<file path="src/rtl/rvfi_retire_queue_if.sv">
// Handshake bundle between the RVFI retire port, the retire queue and the formal checker.
// master = integrator/checker side, slave = the queue itself.
interface rvfi_retire_queue_if #(
    parameter int PKT_W = 160,
    parameter int DEPTH = 4
);
    localparam int LW = $clog2(DEPTH) + 1;

    logic             in_valid;
    logic [PKT_W-1:0] in_pkt;
    logic [63:0]      in_order;
    logic             in_ready;
    logic             out_valid;
    logic             out_ready;
    logic [PKT_W-1:0] out_pkt;
    logic [63:0]      out_order;
    logic [63:0]      check_order;
    logic             out_check;
    logic             overflow;
    logic             order_err;
    logic [LW-1:0]    level;

    modport master (
        output in_valid, in_pkt, in_order, out_ready, check_order,
        input  in_ready, out_valid, out_pkt, out_order, out_check, overflow, order_err, level
    );

    modport slave (
        input  in_valid, in_pkt, in_order, out_ready, check_order,
        output in_ready, out_valid, out_pkt, out_order, out_check, overflow, order_err, level
    );
endinterface

</file>
<file path="src/rtl/rvfi_retire_queue.sv">
// FIFO decoupling RVFI retirement from a formal checker; drops and flags retires when full.
// Optional order-contiguity tracking is enabled with `define RVFI_RETIRE_QUEUE_ORDER_CHECK_EN.
module rvfi_retire_queue #(
    parameter int PKT_W = 160,
    parameter int DEPTH = 4
) (
    input  logic                  clock,
    input  logic                  reset,
    rvfi_retire_queue_if.slave    bus
);
    localparam int AW = $clog2(DEPTH);
    localparam int LW = AW + 1;
    localparam int EW = PKT_W + 64;

    logic [EW-1:0] mem [DEPTH];
    logic [EW-1:0] head_reg;
    logic [EW-1:0] wr_data;
    logic [AW-1:0] wr_ptr_reg;
    logic [AW-1:0] rd_ptr_reg;
    logic [AW-1:0] rd_ptr_next;
    logic [LW-1:0] level_reg;
    logic          overflow_reg;
    logic          in_ready_w;
    logic          out_valid_w;
    logic          push;
    logic          pop;

    assign in_ready_w  = (level_reg != LW'(DEPTH));
    assign out_valid_w = (level_reg != '0);
    assign push        = bus.in_valid && in_ready_w;
    assign pop         = out_valid_w && bus.out_ready;
    assign wr_data     = {bus.in_order, bus.in_pkt};
    assign rd_ptr_next = pop ? rd_ptr_reg + AW'(1) : rd_ptr_reg;

    always_ff @(posedge clock) begin
        if (push) begin
            mem[wr_ptr_reg] <= wr_data;
        end
    end

    // Registered head read; forward the incoming entry when it lands on the slot read next.
    always_ff @(posedge clock) begin
        if (push && (wr_ptr_reg == rd_ptr_next)) begin
            head_reg <= wr_data;
        end else begin
            head_reg <= mem[rd_ptr_next];
        end
    end

    always_ff @(posedge clock) begin
        if (!reset) begin
            wr_ptr_reg   <= '0;
            rd_ptr_reg   <= '0;
            level_reg    <= '0;
            overflow_reg <= 1'b0;
        end else begin
            if (push) begin
                wr_ptr_reg <= wr_ptr_reg + AW'(1);
            end
            rd_ptr_reg <= rd_ptr_next;
            case ({push, pop})
                2'b10:   level_reg <= level_reg + LW'(1);
                2'b01:   level_reg <= level_reg - LW'(1);
                default: level_reg <= level_reg;
            endcase
            if (bus.in_valid && !in_ready_w) begin
                overflow_reg <= 1'b1;
            end
        end
    end

`ifdef RVFI_RETIRE_QUEUE_ORDER_CHECK_EN
    logic [63:0] expected_reg;
    logic        tracking_reg;
    logic        order_err_reg;

    // Only accepted pushes feed the tracker, so dropped retires never disturb it.
    always_ff @(posedge clock) begin
        if (!reset) begin
            expected_reg  <= '0;
            tracking_reg  <= 1'b0;
            order_err_reg <= 1'b0;
        end else if (push) begin
            tracking_reg <= 1'b1;
            expected_reg <= bus.in_order + 64'd1;
            if (tracking_reg && (bus.in_order != expected_reg)) begin
                order_err_reg <= 1'b1;
            end
        end
    end

    assign bus.order_err = order_err_reg;
`else
    assign bus.order_err = 1'b0;
`endif

    assign bus.in_ready  = in_ready_w;
    assign bus.out_valid = out_valid_w;
    assign bus.out_pkt   = head_reg[PKT_W-1:0];
    assign bus.out_order = head_reg[EW-1:PKT_W];
    assign bus.out_check = out_valid_w && (head_reg[EW-1:PKT_W] == bus.check_order);
    assign bus.overflow  = overflow_reg;
    assign bus.level     = level_reg;
endmodule
</file>
<file path="src/flat_wrapper.sv">
// flat-port wrapper written by rule: the top's interface ports become plain ports
module rvfi_retire_queue_flat 
#(
    parameter int PKT_W = 160,
    parameter int DEPTH = 4
)
  (clock, reset, bus_in_valid, bus_in_pkt, bus_in_order, bus_out_ready, bus_check_order, bus_in_ready, bus_out_valid, bus_out_pkt, bus_out_order, bus_out_check, bus_overflow, bus_order_err, bus_level);
  rvfi_retire_queue_if #(.PKT_W(PKT_W), .DEPTH(DEPTH)) bus_i ();
  input  logic clock;
  input  logic reset;
  input wire logic [$bits(bus_i.in_valid)-1:0] bus_in_valid;
  input wire logic [$bits(bus_i.in_pkt)-1:0] bus_in_pkt;
  input wire logic [$bits(bus_i.in_order)-1:0] bus_in_order;
  input wire logic [$bits(bus_i.out_ready)-1:0] bus_out_ready;
  input wire logic [$bits(bus_i.check_order)-1:0] bus_check_order;
  output wire logic [$bits(bus_i.in_ready)-1:0] bus_in_ready;
  output wire logic [$bits(bus_i.out_valid)-1:0] bus_out_valid;
  output wire logic [$bits(bus_i.out_pkt)-1:0] bus_out_pkt;
  output wire logic [$bits(bus_i.out_order)-1:0] bus_out_order;
  output wire logic [$bits(bus_i.out_check)-1:0] bus_out_check;
  output wire logic [$bits(bus_i.overflow)-1:0] bus_overflow;
  output wire logic [$bits(bus_i.order_err)-1:0] bus_order_err;
  output wire logic [$bits(bus_i.level)-1:0] bus_level;
  assign bus_i.in_valid = bus_in_valid;
  assign bus_i.in_pkt = bus_in_pkt;
  assign bus_i.in_order = bus_in_order;
  assign bus_i.out_ready = bus_out_ready;
  assign bus_i.check_order = bus_check_order;
  assign bus_in_ready = bus_i.in_ready;
  assign bus_out_valid = bus_i.out_valid;
  assign bus_out_pkt = bus_i.out_pkt;
  assign bus_out_order = bus_i.out_order;
  assign bus_out_check = bus_i.out_check;
  assign bus_overflow = bus_i.overflow;
  assign bus_order_err = bus_i.order_err;
  assign bus_level = bus_i.level;
  rvfi_retire_queue #(.PKT_W(PKT_W), .DEPTH(DEPTH)) u_core (.clock(clock), .reset(reset), .bus(bus_i));
endmodule
</file>
<file path="config.mk">
export PLATFORM = sky130hd
export DESIGN_NAME = rvfi_retire_queue_flat
export DESIGN_NICKNAME = d
export VERILOG_FILES = /design/src/rtl/rvfi_retire_queue_if.sv /design/src/rtl/rvfi_retire_queue.sv /design/src/flat_wrapper.sv
export SDC_FILE = /design/constraint.sdc
export NUM_CORES = 1
export LEC_CHECK = 0
export ABC_AREA = 1
export CAP_MARGIN = 5
export CORE_MARGIN = 5
export CORE_UTILIZATION = 54
export DETAILED_ROUTE_END_ITERATION = 16
export PLACE_DENSITY = 0.8
export SLEW_MARGIN = 20
export SYNTH_ARGS = -nofsm -noshare
export SYNTH_HDL_FRONTEND = slang
export SYNTH_SLANG_ARGS = --single-unit
</file>
<file path="constraint.sdc">
create_clock -name clock -period 14.2 [get_ports clock]
set_input_delay 1.42 -clock clock [delete_from_list [all_inputs] [get_ports clock]]
set_output_delay 1.42 -clock clock [all_outputs]
set_load 0.02 [all_outputs]
</file>
==> flow_metrics.py <==
metrics = {
    "setup_path": {
        "required_ns": 12.78,
        "slowest_delay_ns": 0.77,
        "cp-end-kind": "output port",
        "cp_cell_sequence": "clkinv_8 > buf_4 > nand2_1 > nand3_1 > nand2_1 > xor2_1 > nand3_1 > nor2_1 > nand3_1 > nor2_1 > clkdlybuf4s50_1",
        "crit_top_cell": "nand3_1",
        "cp_top_family": "buffers and inverters",
        "cp.arrival_ns": 5.06,
        "crit_fanout": 236,
        "path_class": "reg2out",
        "critPathLaunchType": "flop",
        "cp_slowest_cell": "buf_4",
        "crit_buf_inv": 3,
    },
    "finish": {
        "areaGrowthSynthToFinish_pct": 25.4,
        "largest_register_ff_count": 896,
        "multi_input_area_sq_um": 6830,
        "final_area_sq_um": 43900,
        "drive_above_1_share_pct": 5.02,
        "layout_common_cells": "896 x edfxtp_1, 522 x clkdlybuf4s50_1, 433 x nand2_1, 353 x nor2_1, 333 x o21ai_0",
        "nets": 3452,
        "fillers": 4168,
        "regArea_sq_um": 27100,
        "final_common_cell": "edfxtp_1",
    },
    "yosys": {
        "syn-instance-count": 2662,
        "yosys.area_share.adder_pct": 0.236,
        "synth_xor_area_share_pct": 0.225,
        "synthFlopType": "edfxtp_1",
        "synth_edf_count": 896,
        "synth_cell_type_count": 27,
        "synth-compound-area-share_pct": 7.85,
        "ys_warn_count": 0,
        "synth_area_per_cell_sq_um": 13.2,
        "synth_nets": 2960,
        "synth_top_family_by_area": "simple AND/OR/NAND/NOR gates",
        "synth-simple-area-share_pct": 11.1,
        "synthArstFlopShare_pct": 0,
        "syn_area_sq_um": 35000,
        "ys_seq_area_share_pct": 77.4,
        "synth_mux_area_share_pct": 0,
        "ys_seq_elements": 906,
    },
    "cts": {
        "clk_pin_slew_ns": 0.05,
        "cts_made_buffers": 91,
        "cts_tree": "done",
        "clk_latency_ns": 0.65,
        "cts_resized": 0,
        "clkSinkCount": 906,
        "ctsHoldBuffers": 0,
        "cts_root_buf": "clkbuf_16",
        "htree_levels": 3,
        "clockBufferDepth": 3,
        "post_cts_buffers": 0,
    },
    "min_path": {
        "hold_class": "reg2reg",
    },
    "timing": {
        "hold_violations": 0,
        "fin_crit_ns": 6.48,
        "slew_headroom_pct": 25.4,
        "max_clock_freq_mhz": 154,
        "rsz0062_at_grt": "no",
        "finalClockSkew_ns": 0.0287,
        "timing.final.crit_share_pct": 45.7,
        "slew_viol_final": 0,
        "tightest_slew_ns": 1.12,
        "setup_viol": 0,
        "tns_ns": 0,
    },
    "power_and_ir_drop": {
        "leakage_nw": 15.4,
        "p_per_area_nw_per_um2": 202,
        "vdd.ir_drop.worst_uv": 160,
    },
    "floorplanning": {
        "io_pins": 524,
        "fp.coreArea_sq_um": 64300,
        "rows": 93,
        "die_y_um": 265,
        "die_w_um": 265,
        "start_util_pct": 54.4,
        "dieArea_sq_um": 70100,
    },
    "route": {
        "wl_met2_mm": 46.5,
        "vias": 23600,
        "drc_errors": 0,
        "antenna_left": 0,
        "firstDrtPassIters": 6,
        "wl_met3_mm": 9.71,
        "wl_mm": 92.4,
        "wl_per_cell_um": 22.6,
        "route.top_layer_used": "met5",
        "wl_met1_mm": 33.4,
        "via_per_inst": 5.77,
        "dr.first_iter.drc_count": 2581,
    },
    "grt": {
        "grt_overflow": 0,
        "grt_antenna_before_repair": 17,
        "grt_pass1_wl_mm": 138,
        "grt_pass1_vias": 23700,
        "grt_max_degree": 237,
        "grtUsageTotal_pct": 25.3,
    },
    "status": {
        "status": "complete, no violations",
    },
    "place": {
        "dp_hpwl_mm": 55.7,
        "gp_congestion": 0.923,
        "dpl_cell_area_sq_um": 40900,
        "io_buffers": 522,
    },
    "run": {
        "cap_violations": 0,
    },
}
==> kinds of logic after synthesis <==
family | count (synthesis)
and+or+nand+nor | 967
DFF | 906
AOI/OAI and AO/OA | 508
buffers and inverters | 265
xor gates and xnor gates | 9
adders and majority gates | 6
other | 1
==> routing by layer <==
| layer | vias up | GRT usage [%] |
|---|---|---|
| li1 | 10600 | - |
| met1 | 11600 | 31.5 |
| met2 | 1243 | 43.4 |
| met3 | 179 | 7.28 |
| met4 | 18 | 7.89 |
| met5 | - | 0 |
==> where the power goes <==
part / total [mW] / switching, mW / internal [mW]
Clock: 2.38 / 1.00 / 1.38
Sequential: 3.30 / 0.0928 / 3.21
Combinational: 3.19 / 2.04 / 1.14
==> synthesized netlist by cell type (7+ instances only) <==
library cell    n  area (sq um)
edfxtp_1      896         26900
a21oi_1         7          35.0
o22ai_1       162          1010
nand3_1       161           806
dfxtp_1        10           200
nand3b_1       10          75.1
clkbuf_1       93           349
o21ai_0       333          1670
nand2_1       433          1630
inv_1         114           428
buf_2          41           205
buf_6           8          90.1
nor2_1        357          1340
==> layout make-up <==
class,count,area share [%]
clock inverters,55,1.45
multi-input cells,1491,15.5
repair buffers,548,12.4
clock buffers,112,5.39
well taps,855,2.44
flip-flops and latches,906,61.7
diodes,10,0.0570
inverters,116,1.03
==> path summary, 6_finish.rpt <==
kind,startpoint,to,slack [ns],depth (start not counted)
setup / recovery,flop,bus_out_check,7.72,11
hold / removal,u_core.bus.overflow,u_core.bus.overflow,0.45,2
setup reg to reg,u_core.bus.level[1],u_core.mem[1][61],10.91,6
hold reg to reg,u_core.bus.overflow,u_core.bus.overflow,0.45,2
==> worst reg2reg max path, delay by kind of cell, from the launching register on <==
kind | cells | cell delay, ns
simple gates | 3 | 0.64
buf+inv | 3 | 1.81
flops | 1 | 0.35
==> metrics by stage <==
stage | power [mW] | setup WS, ns | util, % | hold WS, ns | instances
floorplan | 5.15 | 2.50 | - | 0.449 | 2662
global placement | 6.43 | 8.58 | 63.5 | 0.445 | 3916
detailed placement | 6.51 | 8.45 | 63.5 | 0.439 | 3916
CTS | 8.90 | 7.76 | 68.2 | 0.448 | 4083
global route | 9.25 | 7.41 | 68.2 | 0.465 | 4088
finish | 8.87 | 7.72 | 68.3 | 0.449 | 4093
No activity file was read; power rests on OpenSTA's default activity.
